==> src/rtl/or1k_marocchino_pkg.sv <==
// Shared definitions for the MAROCCHINO reservation stations: one-hot FSM state
// encodings and the default producer-tag width.
package or1k_marocchino_pkg;

  localparam int unsigned DEST_EXTADR_WIDTH_DEF = 3;
  localparam int unsigned RSRVS_STATE_W         = 3;

  localparam logic [RSRVS_STATE_W-1:0] RSRVS_EMPTY = 3'b001;
  localparam logic [RSRVS_STATE_W-1:0] RSRVS_WAIT  = 3'b010;
  localparam logic [RSRVS_STATE_W-1:0] RSRVS_READY = 3'b100;

  typedef enum logic [RSRVS_STATE_W-1:0] {
    ST_EMPTY = RSRVS_EMPTY,
    ST_WAIT  = RSRVS_WAIT,
    ST_READY = RSRVS_READY
  } rsrvs_state_e;

endpackage

==> src/rtl/or1k_marocchino_rsrvs_opnd.sv <==
// One reservation-station operand: value, hazard flag and producer tag, plus the
// write-back snoop comparator. Optional macro: OR1K_MAROCCHINO_DIV_RSRVS_INSERT_SNOOP_EN.
module or1k_marocchino_rsrvs_opnd
  import or1k_marocchino_pkg::*;
#(
  parameter int unsigned OPTION_OPERAND_WIDTH = 32,
  parameter int unsigned DEST_EXTADR_WIDTH    = DEST_EXTADR_WIDTH_DEF
) (
  input  logic                            cpu_clk,
  input  logic                            cpu_rst,
  input  logic                            pipeline_flush_i,
  input  logic                            i_insert,
  input  logic                            i_wait,
  input  logic [OPTION_OPERAND_WIDTH-1:0] i_dcod_value,
  input  logic                            i_dcod_hazard,
  input  logic [DEST_EXTADR_WIDTH-1:0]    i_dcod_extadr,
  input  logic                            i_padv_wrbk,
  input  logic [DEST_EXTADR_WIDTH-1:0]    i_wrbk_extadr,
  input  logic [OPTION_OPERAND_WIDTH-1:0] i_wrbk_result,
  output logic [OPTION_OPERAND_WIDTH-1:0] o_value,
  output logic                            o_hazard_nxt_c
);

  logic [OPTION_OPERAND_WIDTH-1:0] r_value;
  logic                            r_hazard;
  logic [DEST_EXTADR_WIDTH-1:0]    r_extadr;
  logic                            w_ins_hit;
  logic                            w_snoop_hit;
  logic                            w_hazard_nxt;
  logic [OPTION_OPERAND_WIDTH-1:0] w_ins_value;

`ifdef OR1K_MAROCCHINO_DIV_RSRVS_INSERT_SNOOP_EN
  assign w_ins_hit = i_padv_wrbk & i_dcod_hazard & (i_dcod_extadr == i_wrbk_extadr);
`else
  assign w_ins_hit = 1'b0;
`endif

  assign w_ins_value = w_ins_hit ? i_wrbk_result : i_dcod_value;
  assign w_snoop_hit = i_wait & i_padv_wrbk & r_hazard & (r_extadr == i_wrbk_extadr);

  always_comb begin
    w_hazard_nxt = r_hazard;
    if (cpu_rst | pipeline_flush_i) w_hazard_nxt = 1'b0;
    else if (i_insert)              w_hazard_nxt = i_dcod_hazard & ~w_ins_hit;
    else if (w_snoop_hit)           w_hazard_nxt = 1'b0;
  end

  always_ff @(posedge cpu_clk) begin
    r_hazard <= w_hazard_nxt;
  end

  // Value and tag are not reset: they are only meaningful while the entry is valid.
  always_ff @(posedge cpu_clk) begin
    if (i_insert) begin
      r_value  <= w_ins_value;
      r_extadr <= i_dcod_extadr;
    end else if (w_snoop_hit) begin
      r_value  <= i_wrbk_result;
    end
  end

  assign o_value        = r_value;
  assign o_hazard_nxt_c = w_hazard_nxt;

endmodule

==> src/rtl/or1k_marocchino_div_rsrvs.sv <==
// Single-entry reservation station in front of the serial integer divider.
// Optional macro: OR1K_MAROCCHINO_DIV_RSRVS_INSERT_SNOOP_EN (snoop in the insert cycle).
module or1k_marocchino_div_rsrvs
  import or1k_marocchino_pkg::*;
#(
  parameter int unsigned OPTION_OPERAND_WIDTH = 32,
  parameter int unsigned DEST_EXTADR_WIDTH    = DEST_EXTADR_WIDTH_DEF
) (
  input  logic                            cpu_clk,
  input  logic                            cpu_rst,
  input  logic                            pipeline_flush_i,
  input  logic                            padv_dcod_i,
  input  logic                            dcod_op_div_i,
  input  logic                            dcod_op_div_signed_i,
  input  logic                            dcod_op_div_unsigned_i,
  input  logic [OPTION_OPERAND_WIDTH-1:0] dcod_rfa1_i,
  input  logic [OPTION_OPERAND_WIDTH-1:0] dcod_rfb1_i,
  input  logic                            dcod_hazard_a1_i,
  input  logic                            dcod_hazard_b1_i,
  input  logic [DEST_EXTADR_WIDTH-1:0]    dcod_extadr_a1_i,
  input  logic [DEST_EXTADR_WIDTH-1:0]    dcod_extadr_b1_i,
  input  logic                            padv_wrbk_i,
  input  logic [DEST_EXTADR_WIDTH-1:0]    wrbk_extadr_i,
  input  logic [OPTION_OPERAND_WIDTH-1:0] wrbk_result_i,
  input  logic                            idiv_taking_op_i,
  output logic                            div_rsrvs_busy_o,
  output logic                            exec_op_div_o,
  output logic                            exec_op_div_signed_o,
  output logic                            exec_op_div_unsigned_o,
  output logic [OPTION_OPERAND_WIDTH-1:0] exec_div_a1_o,
  output logic [OPTION_OPERAND_WIDTH-1:0] exec_div_b1_o
);

  rsrvs_state_e r_state;
  rsrvs_state_e w_state_nxt;
  logic         r_busy;
  logic         r_exec;
  logic         r_signed;
  logic         r_unsigned;
  logic         w_kill;
  logic         w_insert;
  logic         w_wait;
  logic         w_haz_a_nxt;
  logic         w_haz_b_nxt;

  // Flush and reset dominate everything else in the same cycle.
  assign w_kill   = cpu_rst | pipeline_flush_i;
  assign w_insert = padv_dcod_i & dcod_op_div_i & ~r_busy & ~w_kill;
  assign w_wait   = (r_state == ST_WAIT) & ~w_kill;

  or1k_marocchino_rsrvs_opnd #(
    .OPTION_OPERAND_WIDTH (OPTION_OPERAND_WIDTH),
    .DEST_EXTADR_WIDTH    (DEST_EXTADR_WIDTH)
  ) u_opnd_a (
    .cpu_clk          (cpu_clk),
    .cpu_rst          (cpu_rst),
    .pipeline_flush_i (pipeline_flush_i),
    .i_insert         (w_insert),
    .i_wait           (w_wait),
    .i_dcod_value     (dcod_rfa1_i),
    .i_dcod_hazard    (dcod_hazard_a1_i),
    .i_dcod_extadr    (dcod_extadr_a1_i),
    .i_padv_wrbk      (padv_wrbk_i),
    .i_wrbk_extadr    (wrbk_extadr_i),
    .i_wrbk_result    (wrbk_result_i),
    .o_value          (exec_div_a1_o),
    .o_hazard_nxt_c   (w_haz_a_nxt)
  );

  or1k_marocchino_rsrvs_opnd #(
    .OPTION_OPERAND_WIDTH (OPTION_OPERAND_WIDTH),
    .DEST_EXTADR_WIDTH    (DEST_EXTADR_WIDTH)
  ) u_opnd_b (
    .cpu_clk          (cpu_clk),
    .cpu_rst          (cpu_rst),
    .pipeline_flush_i (pipeline_flush_i),
    .i_insert         (w_insert),
    .i_wait           (w_wait),
    .i_dcod_value     (dcod_rfb1_i),
    .i_dcod_hazard    (dcod_hazard_b1_i),
    .i_dcod_extadr    (dcod_extadr_b1_i),
    .i_padv_wrbk      (padv_wrbk_i),
    .i_wrbk_extadr    (wrbk_extadr_i),
    .i_wrbk_result    (wrbk_result_i),
    .o_value          (exec_div_b1_o),
    .o_hazard_nxt_c   (w_haz_b_nxt)
  );

  always_comb begin
    w_state_nxt = r_state;
    unique case (r_state)
      ST_EMPTY: if (w_insert) w_state_nxt = (w_haz_a_nxt | w_haz_b_nxt) ? ST_WAIT : ST_READY;
      ST_WAIT:  if (~w_haz_a_nxt & ~w_haz_b_nxt) w_state_nxt = ST_READY;
      ST_READY: if (idiv_taking_op_i) w_state_nxt = ST_EMPTY;
      default:  w_state_nxt = ST_EMPTY;
    endcase
  end

  // Busy and ready are registered copies of the next state, so they match r_state.
  always_ff @(posedge cpu_clk) begin
    if (w_kill) begin
      r_state <= ST_EMPTY;
      r_busy  <= 1'b0;
      r_exec  <= 1'b0;
    end else begin
      r_state <= w_state_nxt;
      r_busy  <= (w_state_nxt != ST_EMPTY);
      r_exec  <= (w_state_nxt == ST_READY);
    end
  end

  always_ff @(posedge cpu_clk) begin
    if (w_kill) begin
      r_signed   <= 1'b0;
      r_unsigned <= 1'b0;
    end else if (w_insert) begin
      r_signed   <= dcod_op_div_signed_i;
      r_unsigned <= dcod_op_div_unsigned_i;
    end
  end

  assign div_rsrvs_busy_o       = r_busy;
  assign exec_op_div_o          = r_exec;
  assign exec_op_div_signed_o   = r_signed;
  assign exec_op_div_unsigned_o = r_unsigned;

endmodule

==> config.mk <==
export PLATFORM = sky130hd
export DESIGN_NAME = or1k_marocchino_div_rsrvs
export DESIGN_NICKNAME = d
export VERILOG_FILES = /design/src/rtl/or1k_marocchino_pkg.sv /design/src/rtl/or1k_marocchino_rsrvs_opnd.sv /design/src/rtl/or1k_marocchino_div_rsrvs.sv
export SDC_FILE = /design/constraint.sdc
export NUM_CORES = 1
export LEC_CHECK = 0
export CORE_MARGIN = 5
export CORE_UTILIZATION = 25
export CTS_BUF_LIST = sky130_fd_sc_hd__clkbuf_4 sky130_fd_sc_hd__clkbuf_8 sky130_fd_sc_hd__clkbuf_16
export DETAILED_ROUTE_END_ITERATION = 8
export PLACE_DENSITY_LB_ADDON = 0.15
export SLEW_MARGIN = 20
export SYNTH_ARGS = -nofsm -noshare
export SYNTH_HDL_FRONTEND = slang
export SYNTH_HIERARCHICAL = 1
export SYNTH_SLANG_ARGS = --single-unit
==> constraint.sdc <==
create_clock -name cpu_clk -period 10.12 [get_ports cpu_clk]
set_input_delay 3.036 -clock cpu_clk [delete_from_list [all_inputs] [get_ports cpu_clk]]
set_output_delay 3.036 -clock cpu_clk [all_outputs]
set_load 0.005 [all_outputs]
# ---- Word-level counts from Yosys, hierarchy flattened
# Cells that the tools add are included.
dict set report classes {
  bitwise 16
  n_mux 15
  n_reduce_logical 2
  eq_ne 7
}
# op count
set op_table {}
lappend op_table {{$mux 32} 4}
lappend op_table {{$mux 3} 4}
lappend op_table {{$and 1x1->1} 10}
lappend op_table {{$pmux 3 s3} 1}
lappend op_table {{$eq 3x3->1} 2}
lappend op_table {{$eq 3x3->1 const B} 2}
lappend op_table {{$mux 1} 6}
lappend op_table {{$not 1->1} 4}
lappend op_table {{$reduce_bool 2->1} 2}
lappend op_table {{$eq 3x1->1 const B} 1}
lappend op_table {{$eq 3x2->1 const B} 1}
lappend op_table {{$ne 3x1->1 const B} 1}
lappend op_table {{$or 1x1->1} 2}
dict set report word_totals {
  inputBits 116
  elab_cells 51
  out_inout_bits 68
  reg_bits 79
}

# ---- Longest topological paths before layout
# Gate-level depths: netlist (run 1).
dict set report logic_depth {
  ltp_word 14
  ltp_mapped 9
  depth_no_buf 8
}

# ---- Cells and area by module
# The synthesis (run 1) kept the hierarchy.
# mod n_inst area_each_um2 seq_area_each_um2 cells_each
set by_module_without_submodules {}
lappend by_module_without_submodules {or1k_marocchino_rsrvs_opnd 2 1524.0 1071.0 81}
lappend by_module_without_submodules {or1k_marocchino_div_rsrvs 1 335.3 140.1 32}

# ---- Worst setup path after synthesis (run 1)
# No wires, ideal clock.
dict set report synth_timing {
  path_kind {input to register}
  startpoint {input pipeline_flush_i}
  endpoint {register u_opnd_a.r_value[0] (netlist: u_opnd_a/o_value[0]) (enable)}
  slack_ns 4.807
  arrival_ns 4.925
  required_time_ns 9.732
  setup_ns 0.388
  path_stages 5
  cell_sequence {or2_2 nor2_1 buf_6 buf_2 a21o_1}
}
dict set report synth_between {
  word_cells_on_any_way 8
}
# element line
set synth_lines {}
lappend synth_lines {{start: declaration} or1k_marocchino_div_rsrvs.sv:11} ;# input logic pipeline_flush_i,
lappend synth_lines {{$or 1x1->1} or1k_marocchino_div_rsrvs.sv:47} ;# assign w_kill = cpu_rst | pipeline_flush_i;
lappend synth_lines {{$not 1->1} or1k_marocchino_div_rsrvs.sv:48} ;# assign w_insert = padv_dcod_i & dcod_op_div_i & ~r_busy & ~w_kill;
lappend synth_lines {{$and 1x1->1} or1k_marocchino_div_rsrvs.sv:48}
lappend synth_lines {{via w_insert} or1k_marocchino_div_rsrvs.sv:41} ;# logic w_insert;
lappend synth_lines {{$reduce_bool 2->1 (no line)} n/a}
lappend synth_lines {{end signal: assignment} or1k_marocchino_rsrvs_opnd.sv:55} ;# r_value <= w_ins_value;
lappend synth_lines {{end signal: assignment} or1k_marocchino_rsrvs_opnd.sv:58} ;# r_value <= i_wrbk_result;
lappend synth_lines {{end: declaration} or1k_marocchino_rsrvs_opnd.sv:24} ;# logic [OPTION_OPERAND_WIDTH-1:0] r_value;
# The timed path passes the listed nets, and every way through them passes these cells.
# A chain may end at the register's enable or synchronous reset.

# ---- Worst setup path after layout (run 1)
dict set report layout_timing {
  startpoint {input pipeline_flush_i}
  endpoint {register r_state[1]}
}
dict set report layout_between {
  word_cells_on_any_way 23
}
# element line
set layout_lines {}
lappend layout_lines {{$or 1x1->1 *} or1k_marocchino_div_rsrvs.sv:47}
lappend layout_lines {{$not 1->1 *} or1k_marocchino_div_rsrvs.sv:48}
lappend layout_lines {{$and 1x1->1 *} or1k_marocchino_div_rsrvs.sv:48}
lappend layout_lines {{via w_insert} or1k_marocchino_div_rsrvs.sv:41}
lappend layout_lines {{$mux 1 *} or1k_marocchino_rsrvs_opnd.sv:44} ;# else if (i_insert) w_hazard_nxt = i_dcod_hazard & ~w_ins_hit;
lappend layout_lines {{$mux 1 *} or1k_marocchino_rsrvs_opnd.sv:43} ;# if (cpu_rst | pipeline_flush_i) w_hazard_nxt = 1'b0;
lappend layout_lines {{via w_haz_b_nxt} or1k_marocchino_div_rsrvs.sv:44} ;# logic w_haz_b_nxt;
lappend layout_lines {{$or 1x1->1 or $not 1->1 (tied branches)} {or1k_marocchino_div_rsrvs.sv:92, or1k_marocchino_div_rsrvs.sv:93}}
lappend layout_lines {{$mux 3 or $and 1x1->1 (tied branches)} {or1k_marocchino_div_rsrvs.sv:92, or1k_marocchino_div_rsrvs.sv:93}}
lappend layout_lines {{$mux 3, on equally long branches} {or1k_marocchino_div_rsrvs.sv:92, or1k_marocchino_div_rsrvs.sv:93}}
lappend layout_lines {{$pmux 3 s3 *} or1k_marocchino_div_rsrvs.sv:91} ;# unique case (r_state)
lappend layout_lines {{end signal: assignment} or1k_marocchino_div_rsrvs.sv:106} ;# r_state <= w_state_nxt;
lappend layout_lines {{end: declaration} or1k_marocchino_div_rsrvs.sv:34} ;# rsrvs_state_e r_state;
# The timed path passes the listed nets; every way through them passes the cells marked *.

==> flow_metrics.tcl, run 1 <==
set metrics [dict create \
    crit_type "in -> reg" \
    outcome "finished clean" \
    yosys.area_share.simple_pct 4.81 \
    synth_nets 310 \
    rows 42 \
    synthArstFlopShare_pct 0 \
    path_clk_slew_ns 0.06 \
    first_global_vias 2551 \
    wl_per_cell_um 17.0 \
    die_y_um 126 \
    drive_gt1_share_pct 21.8 \
    start_kind "input port" \
    p_switching_mw 0.148 \
    final-setup-viol-count 0 \
    netSwitchingFraction_pct 20.2 \
    stdcell_area_um2 5660 \
    ys_seq_elements 79 \
    antenna_left 0 \
    tritoncts "done" \
    seq_power_share_pct 49.6 \
    grt_antenna_before_repair 0 \
    leakage_nw 1.90 \
    cap_viol_max_count 0 \
    timing.critical_path.from "pipeline_flush_i" \
    skew_ns 0.00547 \
    grt_overflow 0 \
    grt_max_degree 42 \
    synth_cells 194 \
    hp-class "reg -> reg" \
    p_total_mw 0.735 \
    dpl_cell_area_um2 5410 \
    intPower_mw 0.587 \
    setup_ws_ns 4.00 \
    drt-total-wl_um 9530 \
    cts_buffer_depth 2 \
    syn_area_um2 3380 \
    drtIter0Drc 121 \
    cts_resized 0 \
    yosysWarnings 6 \
    hold_violations 0 \
    htree_levels 3 \
    power_density_nw_per_um2 130 \
    n_antenna_cell 0 \
    p_comb_share_pct 11.9 \
    drcViolationCount 0 \
    rr_startpoint "div_rsrvs_busy_o$_SDFF_PP0_" \
    dieWidth_um 126 \
    r2r-end "r_state[1]$_SDFF_PP0_" \
    synth_xor_area_share_pct 1.55 \
    vias 2364 \
    die_area_um2 16000 \
    fmax_mhz 163 \
    critPathArrivalTime_ns 6.35 \
    grt_pass1_wl_um 14200 \
    tightest_slew_ns 0.989 \
    ys_seq_area_share_pct 67.5 \
    r2r_slack_ns 7.13 \
    synth_top_family_by_area "multiplexers" \
    synth_compound_area_share_pct 2.74 \
    routed_via_density 4.21 \
    reg2reg_depth 7 \
    portBuffers 183 \
    start_util_pct 25.5 \
    endpoint_kind "flip-flop" \
    ys.flop_type "edfxtp_1" \
    numCtsBuffers 9 \
    synth_adder_area_share_pct 0 \
    drv_slew 0 \
    clock_latency_ns 0.33 \
    dp_slack_ns 3.64 \
    period_share_pct 60.5 \
    finalSetupTns_ns 0 \
    ios 184 \
    synth_edf_count 70 \
    grt.total_usage_pct 11.6 \
    syn_avg_cell_area_um2 17.4 \
    critPathMaxFanout 41 \
    core_um2 13200 \
    cp.required_ns 10.35 \
    first_pass_iters 4 \
    clkPwrFrac_pct 38.5 \
    nFillCells 1233 \
    rsz0062_at_grt "no" \
    relSlewSlack_pct 33.9 \
    area_delta_synth_final_pct 67.3 \
    clock-sinks 79 \
    muxShareOfSynthArea_pct 21.9 \
    place_congestion 0.752 \
    cts_root_buffer "clkbuf_16" \
    endpoint "r_state[1]$_SDFF_PP0_" \
    nets 498 \
    postCtsSetupRepairBufs 0 \
    postCtsHoldBufs 0 \
    place.detailed.hpwl_um 7140 \
    ys_types 25 \
    peakVddDrop_uv 61.4 \
    finalCriticalPeriod_ns 6.12 \
]
==> state kept, by name, summed over array words and instances, names as in the netlist <==
signal,cells
u_opnd_a/r_extadr,3
u_opnd_b/r_extadr,3
exec_op_div_unsigned_o,1
exec_op_div_o,1
u_opnd_b/o_value,32
u_opnd_a/o_value,32
r_state,3
div_rsrvs_busy_o,1
exec_op_div_signed_o,1
u_opnd_b/r_hazard,1
u_opnd_a/r_hazard,1
==> layout by cell type (no fill, tap or decap), types with 3 or more instances in the layout <==
| cell | n |
|---|---|
| clkbuf_16 | 9 |
| clkdlybuf4s50_1 | 183 |
| clkinv_1 | 3 |
| dfxtp_1 | 9 |
| edfxtp_1 | 70 |
| mux2_2 | 64 |
| nand2_1 | 4 |
| nor2_1 | 4 |
| o21ai_0 | 3 |
| or4b_1 | 3 |
| xor2_1 | 6 |
==> per-stage QoR <==
step                cells  util (%)  hold WS [ns]
floorplan             194         -         0.488
global placement      547      40.8         0.520
detailed placement    547      40.8         0.488
CTS                   562      42.7         0.528
global route          562      42.7         0.563
finish                562      42.7         0.518
==> cells in the mapped netlist, drive strengths merged, types with 3 or more instances <==
cell type | instances | area share (%)
o21ai | 5 | 0.74
or4b | 3 | 0.89
nand2 | 4 | 0.44
nor2 | 5 | 0.55
xor2 | 6 | 1.6
edfxtp | 70 | 62
mux2 | 64 | 21
buf | 8 | 1.6
dfxtp | 9 | 5.3
==> final cells by class <==
class                           instances  area (um2)  area share [%]
Clock buffer                            9         225            3.98
Clock inverter                          6        28.8           0.508
Multi-Input combinational cell        107        1060            18.7
Sequential cell                        79        2280            40.3
Tap cell                              176         220            3.89
Timing Repair Buffer                  185        1850            32.6
==> power by group through the flow <==
stage               Combinational [mW]  Clock (mW)  Sequential (mW)
floorplan                       0.0253           0            0.372
global placement                0.0879           0            0.372
detailed placement              0.0883           0            0.372
CTS                             0.0890       0.296            0.365
global route                    0.0939       0.309            0.365
finish                          0.0873       0.283            0.365
==> how the worst min path moves through the flow <==
| stage | from | to | slack, ns | depth (start not counted) |
|---|---|---|---|---|
| floorplan | exec_op_div_signed_o$_SDFFE_PP0P_ | exec_op_div_signed_o$_SDFFE_PP0P_ | 0.49 | 2 |
| global placement | exec_op_div_unsigned_o$_SDFFE_PP0P_ | exec_op_div_unsigned_o$_SDFFE_PP0P_ | 0.52 | 2 |
| detailed placement | exec_op_div_unsigned_o$_SDFFE_PP0P_ | exec_op_div_unsigned_o$_SDFFE_PP0P_ | 0.49 | 2 |
| CTS | exec_op_div_unsigned_o$_SDFFE_PP0P_ | exec_op_div_unsigned_o$_SDFFE_PP0P_ | 0.53 | 2 |
| global route | exec_op_div_unsigned_o$_SDFFE_PP0P_ | exec_op_div_unsigned_o$_SDFFE_PP0P_ | 0.56 | 2 |
| finish | exec_op_div_unsigned_o$_SDFFE_PP0P_ | exec_op_div_unsigned_o$_SDFFE_PP0P_ | 0.52 | 2 |
==> worst max-delay path: stages <==
cell,delay [ns]
clkdlybuf4s50_1,0.50
or2_2,0.41
nor2_4,0.78
buf_4,0.58
nand2_1,0.11
o32ai_1,0.37
nor2_1,0.16
a2111oi_4,0.32
==> cell families (layout without fill, tap and decap cells) <==
logic type / count (synthesis) / count (layout)
compound gates: 11 / 11
xor+xnor: 6 / 6
buf+inv: 8 / 200
flops: 79 / 79
mux: 66 / 66
simple gates: 24 / 24
==> routing by layer <==
layer  GRT usage [%]  vias to the layer above  wire length, um
li1                -                     1136                -
met1            15.0                     1096             4190
met2            18.6                      123             4470
met3            3.28                        9              740
met4            4.54                        0              129
met5               0                        -                0
Note: power is estimated with default switching activity, not from simulation.
==> run 2, diff against run 1 <==
==> constraint.sdc (replaced) <==
create_clock -name cpu_clk -period 5.24 [get_ports cpu_clk]
set_input_delay 1.572 -clock cpu_clk [delete_from_list [all_inputs] [get_ports cpu_clk]]
set_output_delay 1.572 -clock cpu_clk [all_outputs]
set_load 0.005 [all_outputs]
==> run 2 against run 1 <==
  * Combinational power rose by 95%
  * Worst hold slack better by 0.00052 ns
  * Worst setup slack worse by 2.7 ns
  * First-iteration DRC count grew 12%
  * Die area stayed put
  * Utilization rose by 0.40 points
  * Critical path depth shrank 2
  * Global-route usage fell by 0.21 points
  * Critical endpoint is now u_opnd_a/o_value[2]$_DFFE_PP_
==> flow_metrics.tcl, run 2 (synthesis gave the netlist of run 1 again) <==
set metrics [dict create \
    critical_path.top_delay_family "simple AND/OR/NAND/NOR gates" \
    place_congestion 0.764 \
    drv_slew 0 \
    die_area_um2 16000 \
    p_comb_share_pct 11.3 \
    tightest_slew_ns 0.834 \
    crit_type "in -> reg" \
    clock_latency_ns 0.32 \
    first_pass_iters 4 \
    crit_buf_inv 1 \
    tritoncts "done" \
    hold_violations 0 \
    critPathMaxStageDelay_ns 0.75 \
    rsz0062_at_grt "no" \
    die_y_um 126 \
    wl_met3_um 843 \
    first_global_vias 2433 \
    netSwitchingFraction_pct 19.9 \
    cts_root_buffer "clkbuf_16" \
    grt_pass1_wl_um 14100 \
    start_kind "input port" \
    intPower_mw 1.20 \
    antenna_left 0 \
    cap_viol_max_count 0 \
    finalCriticalPeriod_ns 3.94 \
    period_share_pct 75.2 \
    highest_layer "met4" \
    portBuffers 183 \
    clock-sinks 79 \
    hp-class "reg -> reg" \
    routed_via_density 4.20 \
    grt_max_degree 39 \
    outcome "finished clean" \
    postCtsSetupRepairBufs 0 \
    critPathArrivalTime_ns 3.89 \
    seq_power_share_pct 46.9 \
    start_util_pct 25.5 \
    relSlewSlack_pct 44.4 \
    place.detailed.hpwl_um 7170 \
    n_antenna_cell 0 \
    clkPwrFrac_pct 41.8 \
    dieWidth_um 126 \
    finalSetupTns_ns 0 \
    vias 2368 \
    core_um2 13200 \
    path_cells "clkdlybuf4s50_1 > or2_2 > nor3_1 > nand2_1 > nor4_1 > a21o_2" \
    grt_antenna_before_repair 0 \
    peakVddDrop_uv 125 \
    leakage_nw 1.92 \
    cts_resized 0 \
    cts_buffer_depth 2 \
    drtIter0Drc 135 \
    drcViolationCount 0 \
    grt.total_usage_pct 11.4 \
    placed_cells 548 \
    htree_levels 3 \
    cp.required_ns 5.19 \
    nets 499 \
    grt_overflow 0 \
    rows 42 \
    m1WireLength_um 4250 \
    area_delta_synth_final_pct 68.9 \
    numCtsBuffers 9 \
    final_common_cell "clkdlybuf4s50_1" \
    final-setup-viol-count 0 \
    critPathMaxFanout 32 \
    finalNonFillerCells 564 \
    path_clk_slew_ns 0.06 \
    postCtsHoldBufs 0 \
    ios 184 \
    skew_ns 0.00564 \
    drt-total-wl_um 9510 \
    wl_per_cell_um 16.9 \
    p_switching_mw 0.298 \
    power_density_nw_per_um2 263 \
    layout_common_cells "clkdlybuf4s50_1, edfxtp_1, mux2_2, clkbuf_16, dfxtp_1" \
    fmax_mhz 254 \
    drive_gt1_share_pct 22.9 \
    endpoint_kind "flip-flop" \
    wl_met2_um 4310 \
    crit_slowest_cell "a21o_2" \
]
## run 2: cell types whose count changed in the layout (fill, tap and decap cells not counted), sizes merged
cell,change
buf,+1
bufinv,+1
clkbuf,+2
clkinv,-3
clkinvlp,+1
## run 2: cell type report
type / instances / area (um2)
fillers: 1230 / 7530
flip-flops and latches: 79 / 2280
repair buffers: 186 / 1850
multi-input cells: 107 / 1060
clock buffers: 11 / 240
well taps: 176 / 220
clock inverters: 5 / 58.8
## run 2: power by group through the flow
stage                     clock network [mW]  registers [mW]  logic [mW]
after floorplan                            0           0.719      0.0488
final                                  0.626           0.704       0.170
after global routing                   0.675           0.705       0.182
after global placement                     0           0.718       0.171
after CTS                              0.648           0.704       0.173
after detailed placement                   0           0.718       0.172
## run 2: final timing paths
path | from | to | slack [ns] | cells past startpoint
max | pipeline_flush_i | u_opnd_a/o_value[2]$_DFFE_PP_ | 1.30 | 6
min | exec_op_div_signed_o$_SDFFE_PP0P_ | exec_op_div_signed_o$_SDFFE_PP0P_ | 0.52 | 2
max reg2reg | r_state[1]$_SDFF_PP0_ | u_opnd_a/o_value[2]$_DFFE_PP_ | 2.91 | 5
min reg2reg | exec_op_div_signed_o$_SDFFE_PP0P_ | exec_op_div_signed_o$_SDFFE_PP0P_ | 0.52 | 2
## run 2: per-stage QoR
step           worst slack, ns  instance area (um2)  utilization (%)  power [mW]  hold slack [ns]
2_1_floorplan             1.39                 3380                -       0.767            0.488
3_3_place_gp              1.01                 5410             40.9       0.889            0.526
3_5_place_dp             0.956                 5410             40.9       0.889            0.503
4_1_cts                   1.30                 5710             43.1        1.53            0.523
5_1_grt                   1.06                 5710             43.1        1.56            0.553
6_report                  1.30                 5710             43.1        1.50            0.518
## run 2: worst min-delay path: cells and delay by family, from the launching register on
kind | cells | cell delay, ns
muxes | 1 | 0.07
and+or+nand+nor | 1 | 0.08
DFF | 1 | 0.34
## run 2: routing by layer
metal | track usage (%) | up-vias
met2 | 17.5 | 129
met5 | 0 | -
met3 | 4.20 | 9
met4 | 3.60 | 0
met1 | 15.1 | 1093
li1 | - | 1137
==> run 3, diff against run 2 <==
==> constraint.sdc (replaced) <==
create_clock -name cpu_clk -period 3.4 [get_ports cpu_clk]
set_input_delay 1.02 -clock cpu_clk [delete_from_list [all_inputs] [get_ports cpu_clk]]
set_output_delay 1.02 -clock cpu_clk [all_outputs]
set_load 0.005 [all_outputs]
==> run 3 against run 2 <==
  * Worst hold slack got worse by 0.011 ns
  * Worst setup slack worse by 0.87 ns
  * Clock power grew 65%
  * Cell count rose by 0.71%
  * Wire length up 0.32%
  * Register-to-register slack worse by 1.5 ns
  * Sequential share of layout area shrank 0.59 points
  * Critical endpoint is now exec_op_div_o$_SDFF_PP0_
==> flow_metrics.tcl, run 3 (synthesis gave the netlist of run 1 again) <==
set metrics [dict create \
    outcome "finished clean" \
    p_comb_share_pct 11.2 \
    finalCriticalPeriod_ns 2.97 \
    fmax_mhz 337 \
    first_pass_iters 4 \
    clock-sinks 79 \
    stdcell_area_um2 5800 \
    hp-start "exec_op_div_signed_o$_SDFFE_PP0P_" \
    area_delta_synth_final_pct 71.4 \
    postCtsSetupRepairBufs 0 \
    grt_overflow 0 \
    antenna_left 0 \
    core_um2 13200 \
    tightest_slew_ns 0.456 \
    path_cells "clkdlybuf4s50_1 > or2_2 > nor3_1 > nand2_1 > nor4_1 > o32ai_1 > nor2_1 > nand3b_1 > o21ai_0" \
    drtIter0Drc 90 \
    die_y_um 126 \
    relSlewSlack_pct 69.5 \
    r2r_slack_ns 1.38 \
    power_density_nw_per_um2 411 \
    nets 503 \
    grt_pass1_wl_um 14700 \
    dp_slack_ns 0.111 \
    skew_ns 0.00801 \
    layout_common_cells "clkdlybuf4s50_1, edfxtp_1, mux2_2, clkbuf_16, dfxtp_1" \
    path_clk_slew_ns 0.06 \
    dpl_cell_area_um2 5480 \
    clock_latency_ns 0.34 \
    final_common_cell "clkdlybuf4s50_1" \
    crit_type "in -> reg" \
    r2r-end "exec_op_div_o$_SDFF_PP0_" \
    endpoint_kind "flip-flop" \
    critPathMaxStageDelay_ns 0.41 \
    portBuffers 183 \
    netSwitchingFraction_pct 19.4 \
    critical_path.top_delay_family "simple AND/OR/NAND/NOR gates" \
    rsz0062_at_grt "no" \
    hp-class "reg -> reg" \
    rr_startpoint "r_state[1]$_SDFF_PP0_" \
    crit_buf_inv 1 \
    finalSetupTns_ns 0 \
    die_area_um2 16000 \
    place.detailed.hpwl_um 7100 \
    postCtsHoldBufs 0 \
    rows 42 \
    p_switching_mw 0.463 \
    reg2reg_depth 8 \
    cts_buffer_depth 2 \
    period_share_pct 87.3 \
    drt-total-wl_um 9540 \
    critPathMaxFanout 5 \
    drcViolationCount 0 \
    grt_max_degree 58 \
    cap_viol_max_count 0 \
    peakVddDrop_uv 298 \
    fin_util_pct 43.8 \
    final-setup-viol-count 0 \
    htree_levels 3 \
    grt_antenna_before_repair 0 \
    dieWidth_um 126 \
    ios 184 \
    drive_gt1_share_pct 23.5 \
    clkPwrFrac_pct 43.2 \
    critPathArrivalTime_ns 3.22 \
    wl_per_cell_um 16.8 \
    numCtsBuffers 9 \
    grt.total_usage_pct 12.0 \
    tritoncts "done" \
    seq_power_share_pct 45.5 \
    intPower_mw 1.92 \
    cts_root_buffer "clkbuf_16" \
    start_util_pct 25.5 \
    whs_ns 0.508 \
    drv_slew 0 \
    place_congestion 0.786 \
    crit_slowest_cell "clkdlybuf4s50_1" \
    cp.required_ns 3.65 \
    hold_violations 0 \
    start_kind "input port" \
    n_antenna_cell 0 \
    first_global_vias 2619 \
    hold_depth 2 \
    leakage_nw 1.96 \
    vias 2385 \
    routed_via_density 4.20 \
    setup_ws_ns 0.431 \
    whs_endpoint "exec_op_div_signed_o$_SDFFE_PP0P_" \
    cts_resized 0 \
]
[run 3: routing by layer]
metal / vias to the layer above / routed length (um) / GRT usage [%]
li1: 1145 / - / -
met1: 1101 / 4070 / 14.5
met2: 127 / 4440 / 19.3
met3: 12 / 879 / 5.00
met4: 0 / 150 / 4.35
met5: - / 0 / 0
[run 3: how the worst max path moves through the flow]
stage / from / endpoint / cells after the start
after floorplan: pipeline_flush_i / u_opnd_a/o_value[0]$_DFFE_PP_ / 5
after global placement: pipeline_flush_i / exec_op_div_o$_SDFF_PP0_ / 9
after detailed placement: pipeline_flush_i / exec_op_div_o$_SDFF_PP0_ / 9
after CTS: pipeline_flush_i / exec_op_div_o$_SDFF_PP0_ / 9
after global routing: pipeline_flush_i / exec_op_div_o$_SDFF_PP0_ / 9
final: pipeline_flush_i / exec_op_div_o$_SDFF_PP0_ / 9
[run 3: final cells by class]
type                            count  area, um2
Tap cell                          176        220
Fill cell                        1217       7440
Timing Repair Buffer              190       1920
Multi-Input combinational cell    107       1060
Sequential cell                    79       2280
Clock buffer                       10        233
Clock inverter                      6       85.1
[run 3: per-stage QoR]
step           cells  total power, mW
2_1_floorplan    194             1.18
3_3_place_gp     552             1.38
3_5_place_dp     552             1.38
4_1_cts          568             2.43
5_1_grt          568             2.48
6_report         568             2.38
[run 3: power groups by stage]
| stage | sequential (mW) | combinational [mW] | clock (mW) |
|---|---|---|---|
| floorplan | 1.11 | 0.0752 | 0 |
| detailed placement | 1.11 | 0.270 | 0 |
| finish | 1.09 | 0.267 | 1.03 |
| CTS | 1.09 | 0.272 | 1.07 |
| global placement | 1.11 | 0.270 | 0 |
| global route | 1.09 | 0.287 | 1.10 |
[run 3: worst reg2reg max path: cells and delay by family, from the launching register on]
kind | cells | cell delay [ns]
flip-flops | 1 | 0.40
AND/OR/NAND/NOR | 6 | 1.16
AO/OA/AOI/OAI | 2 | 0.38
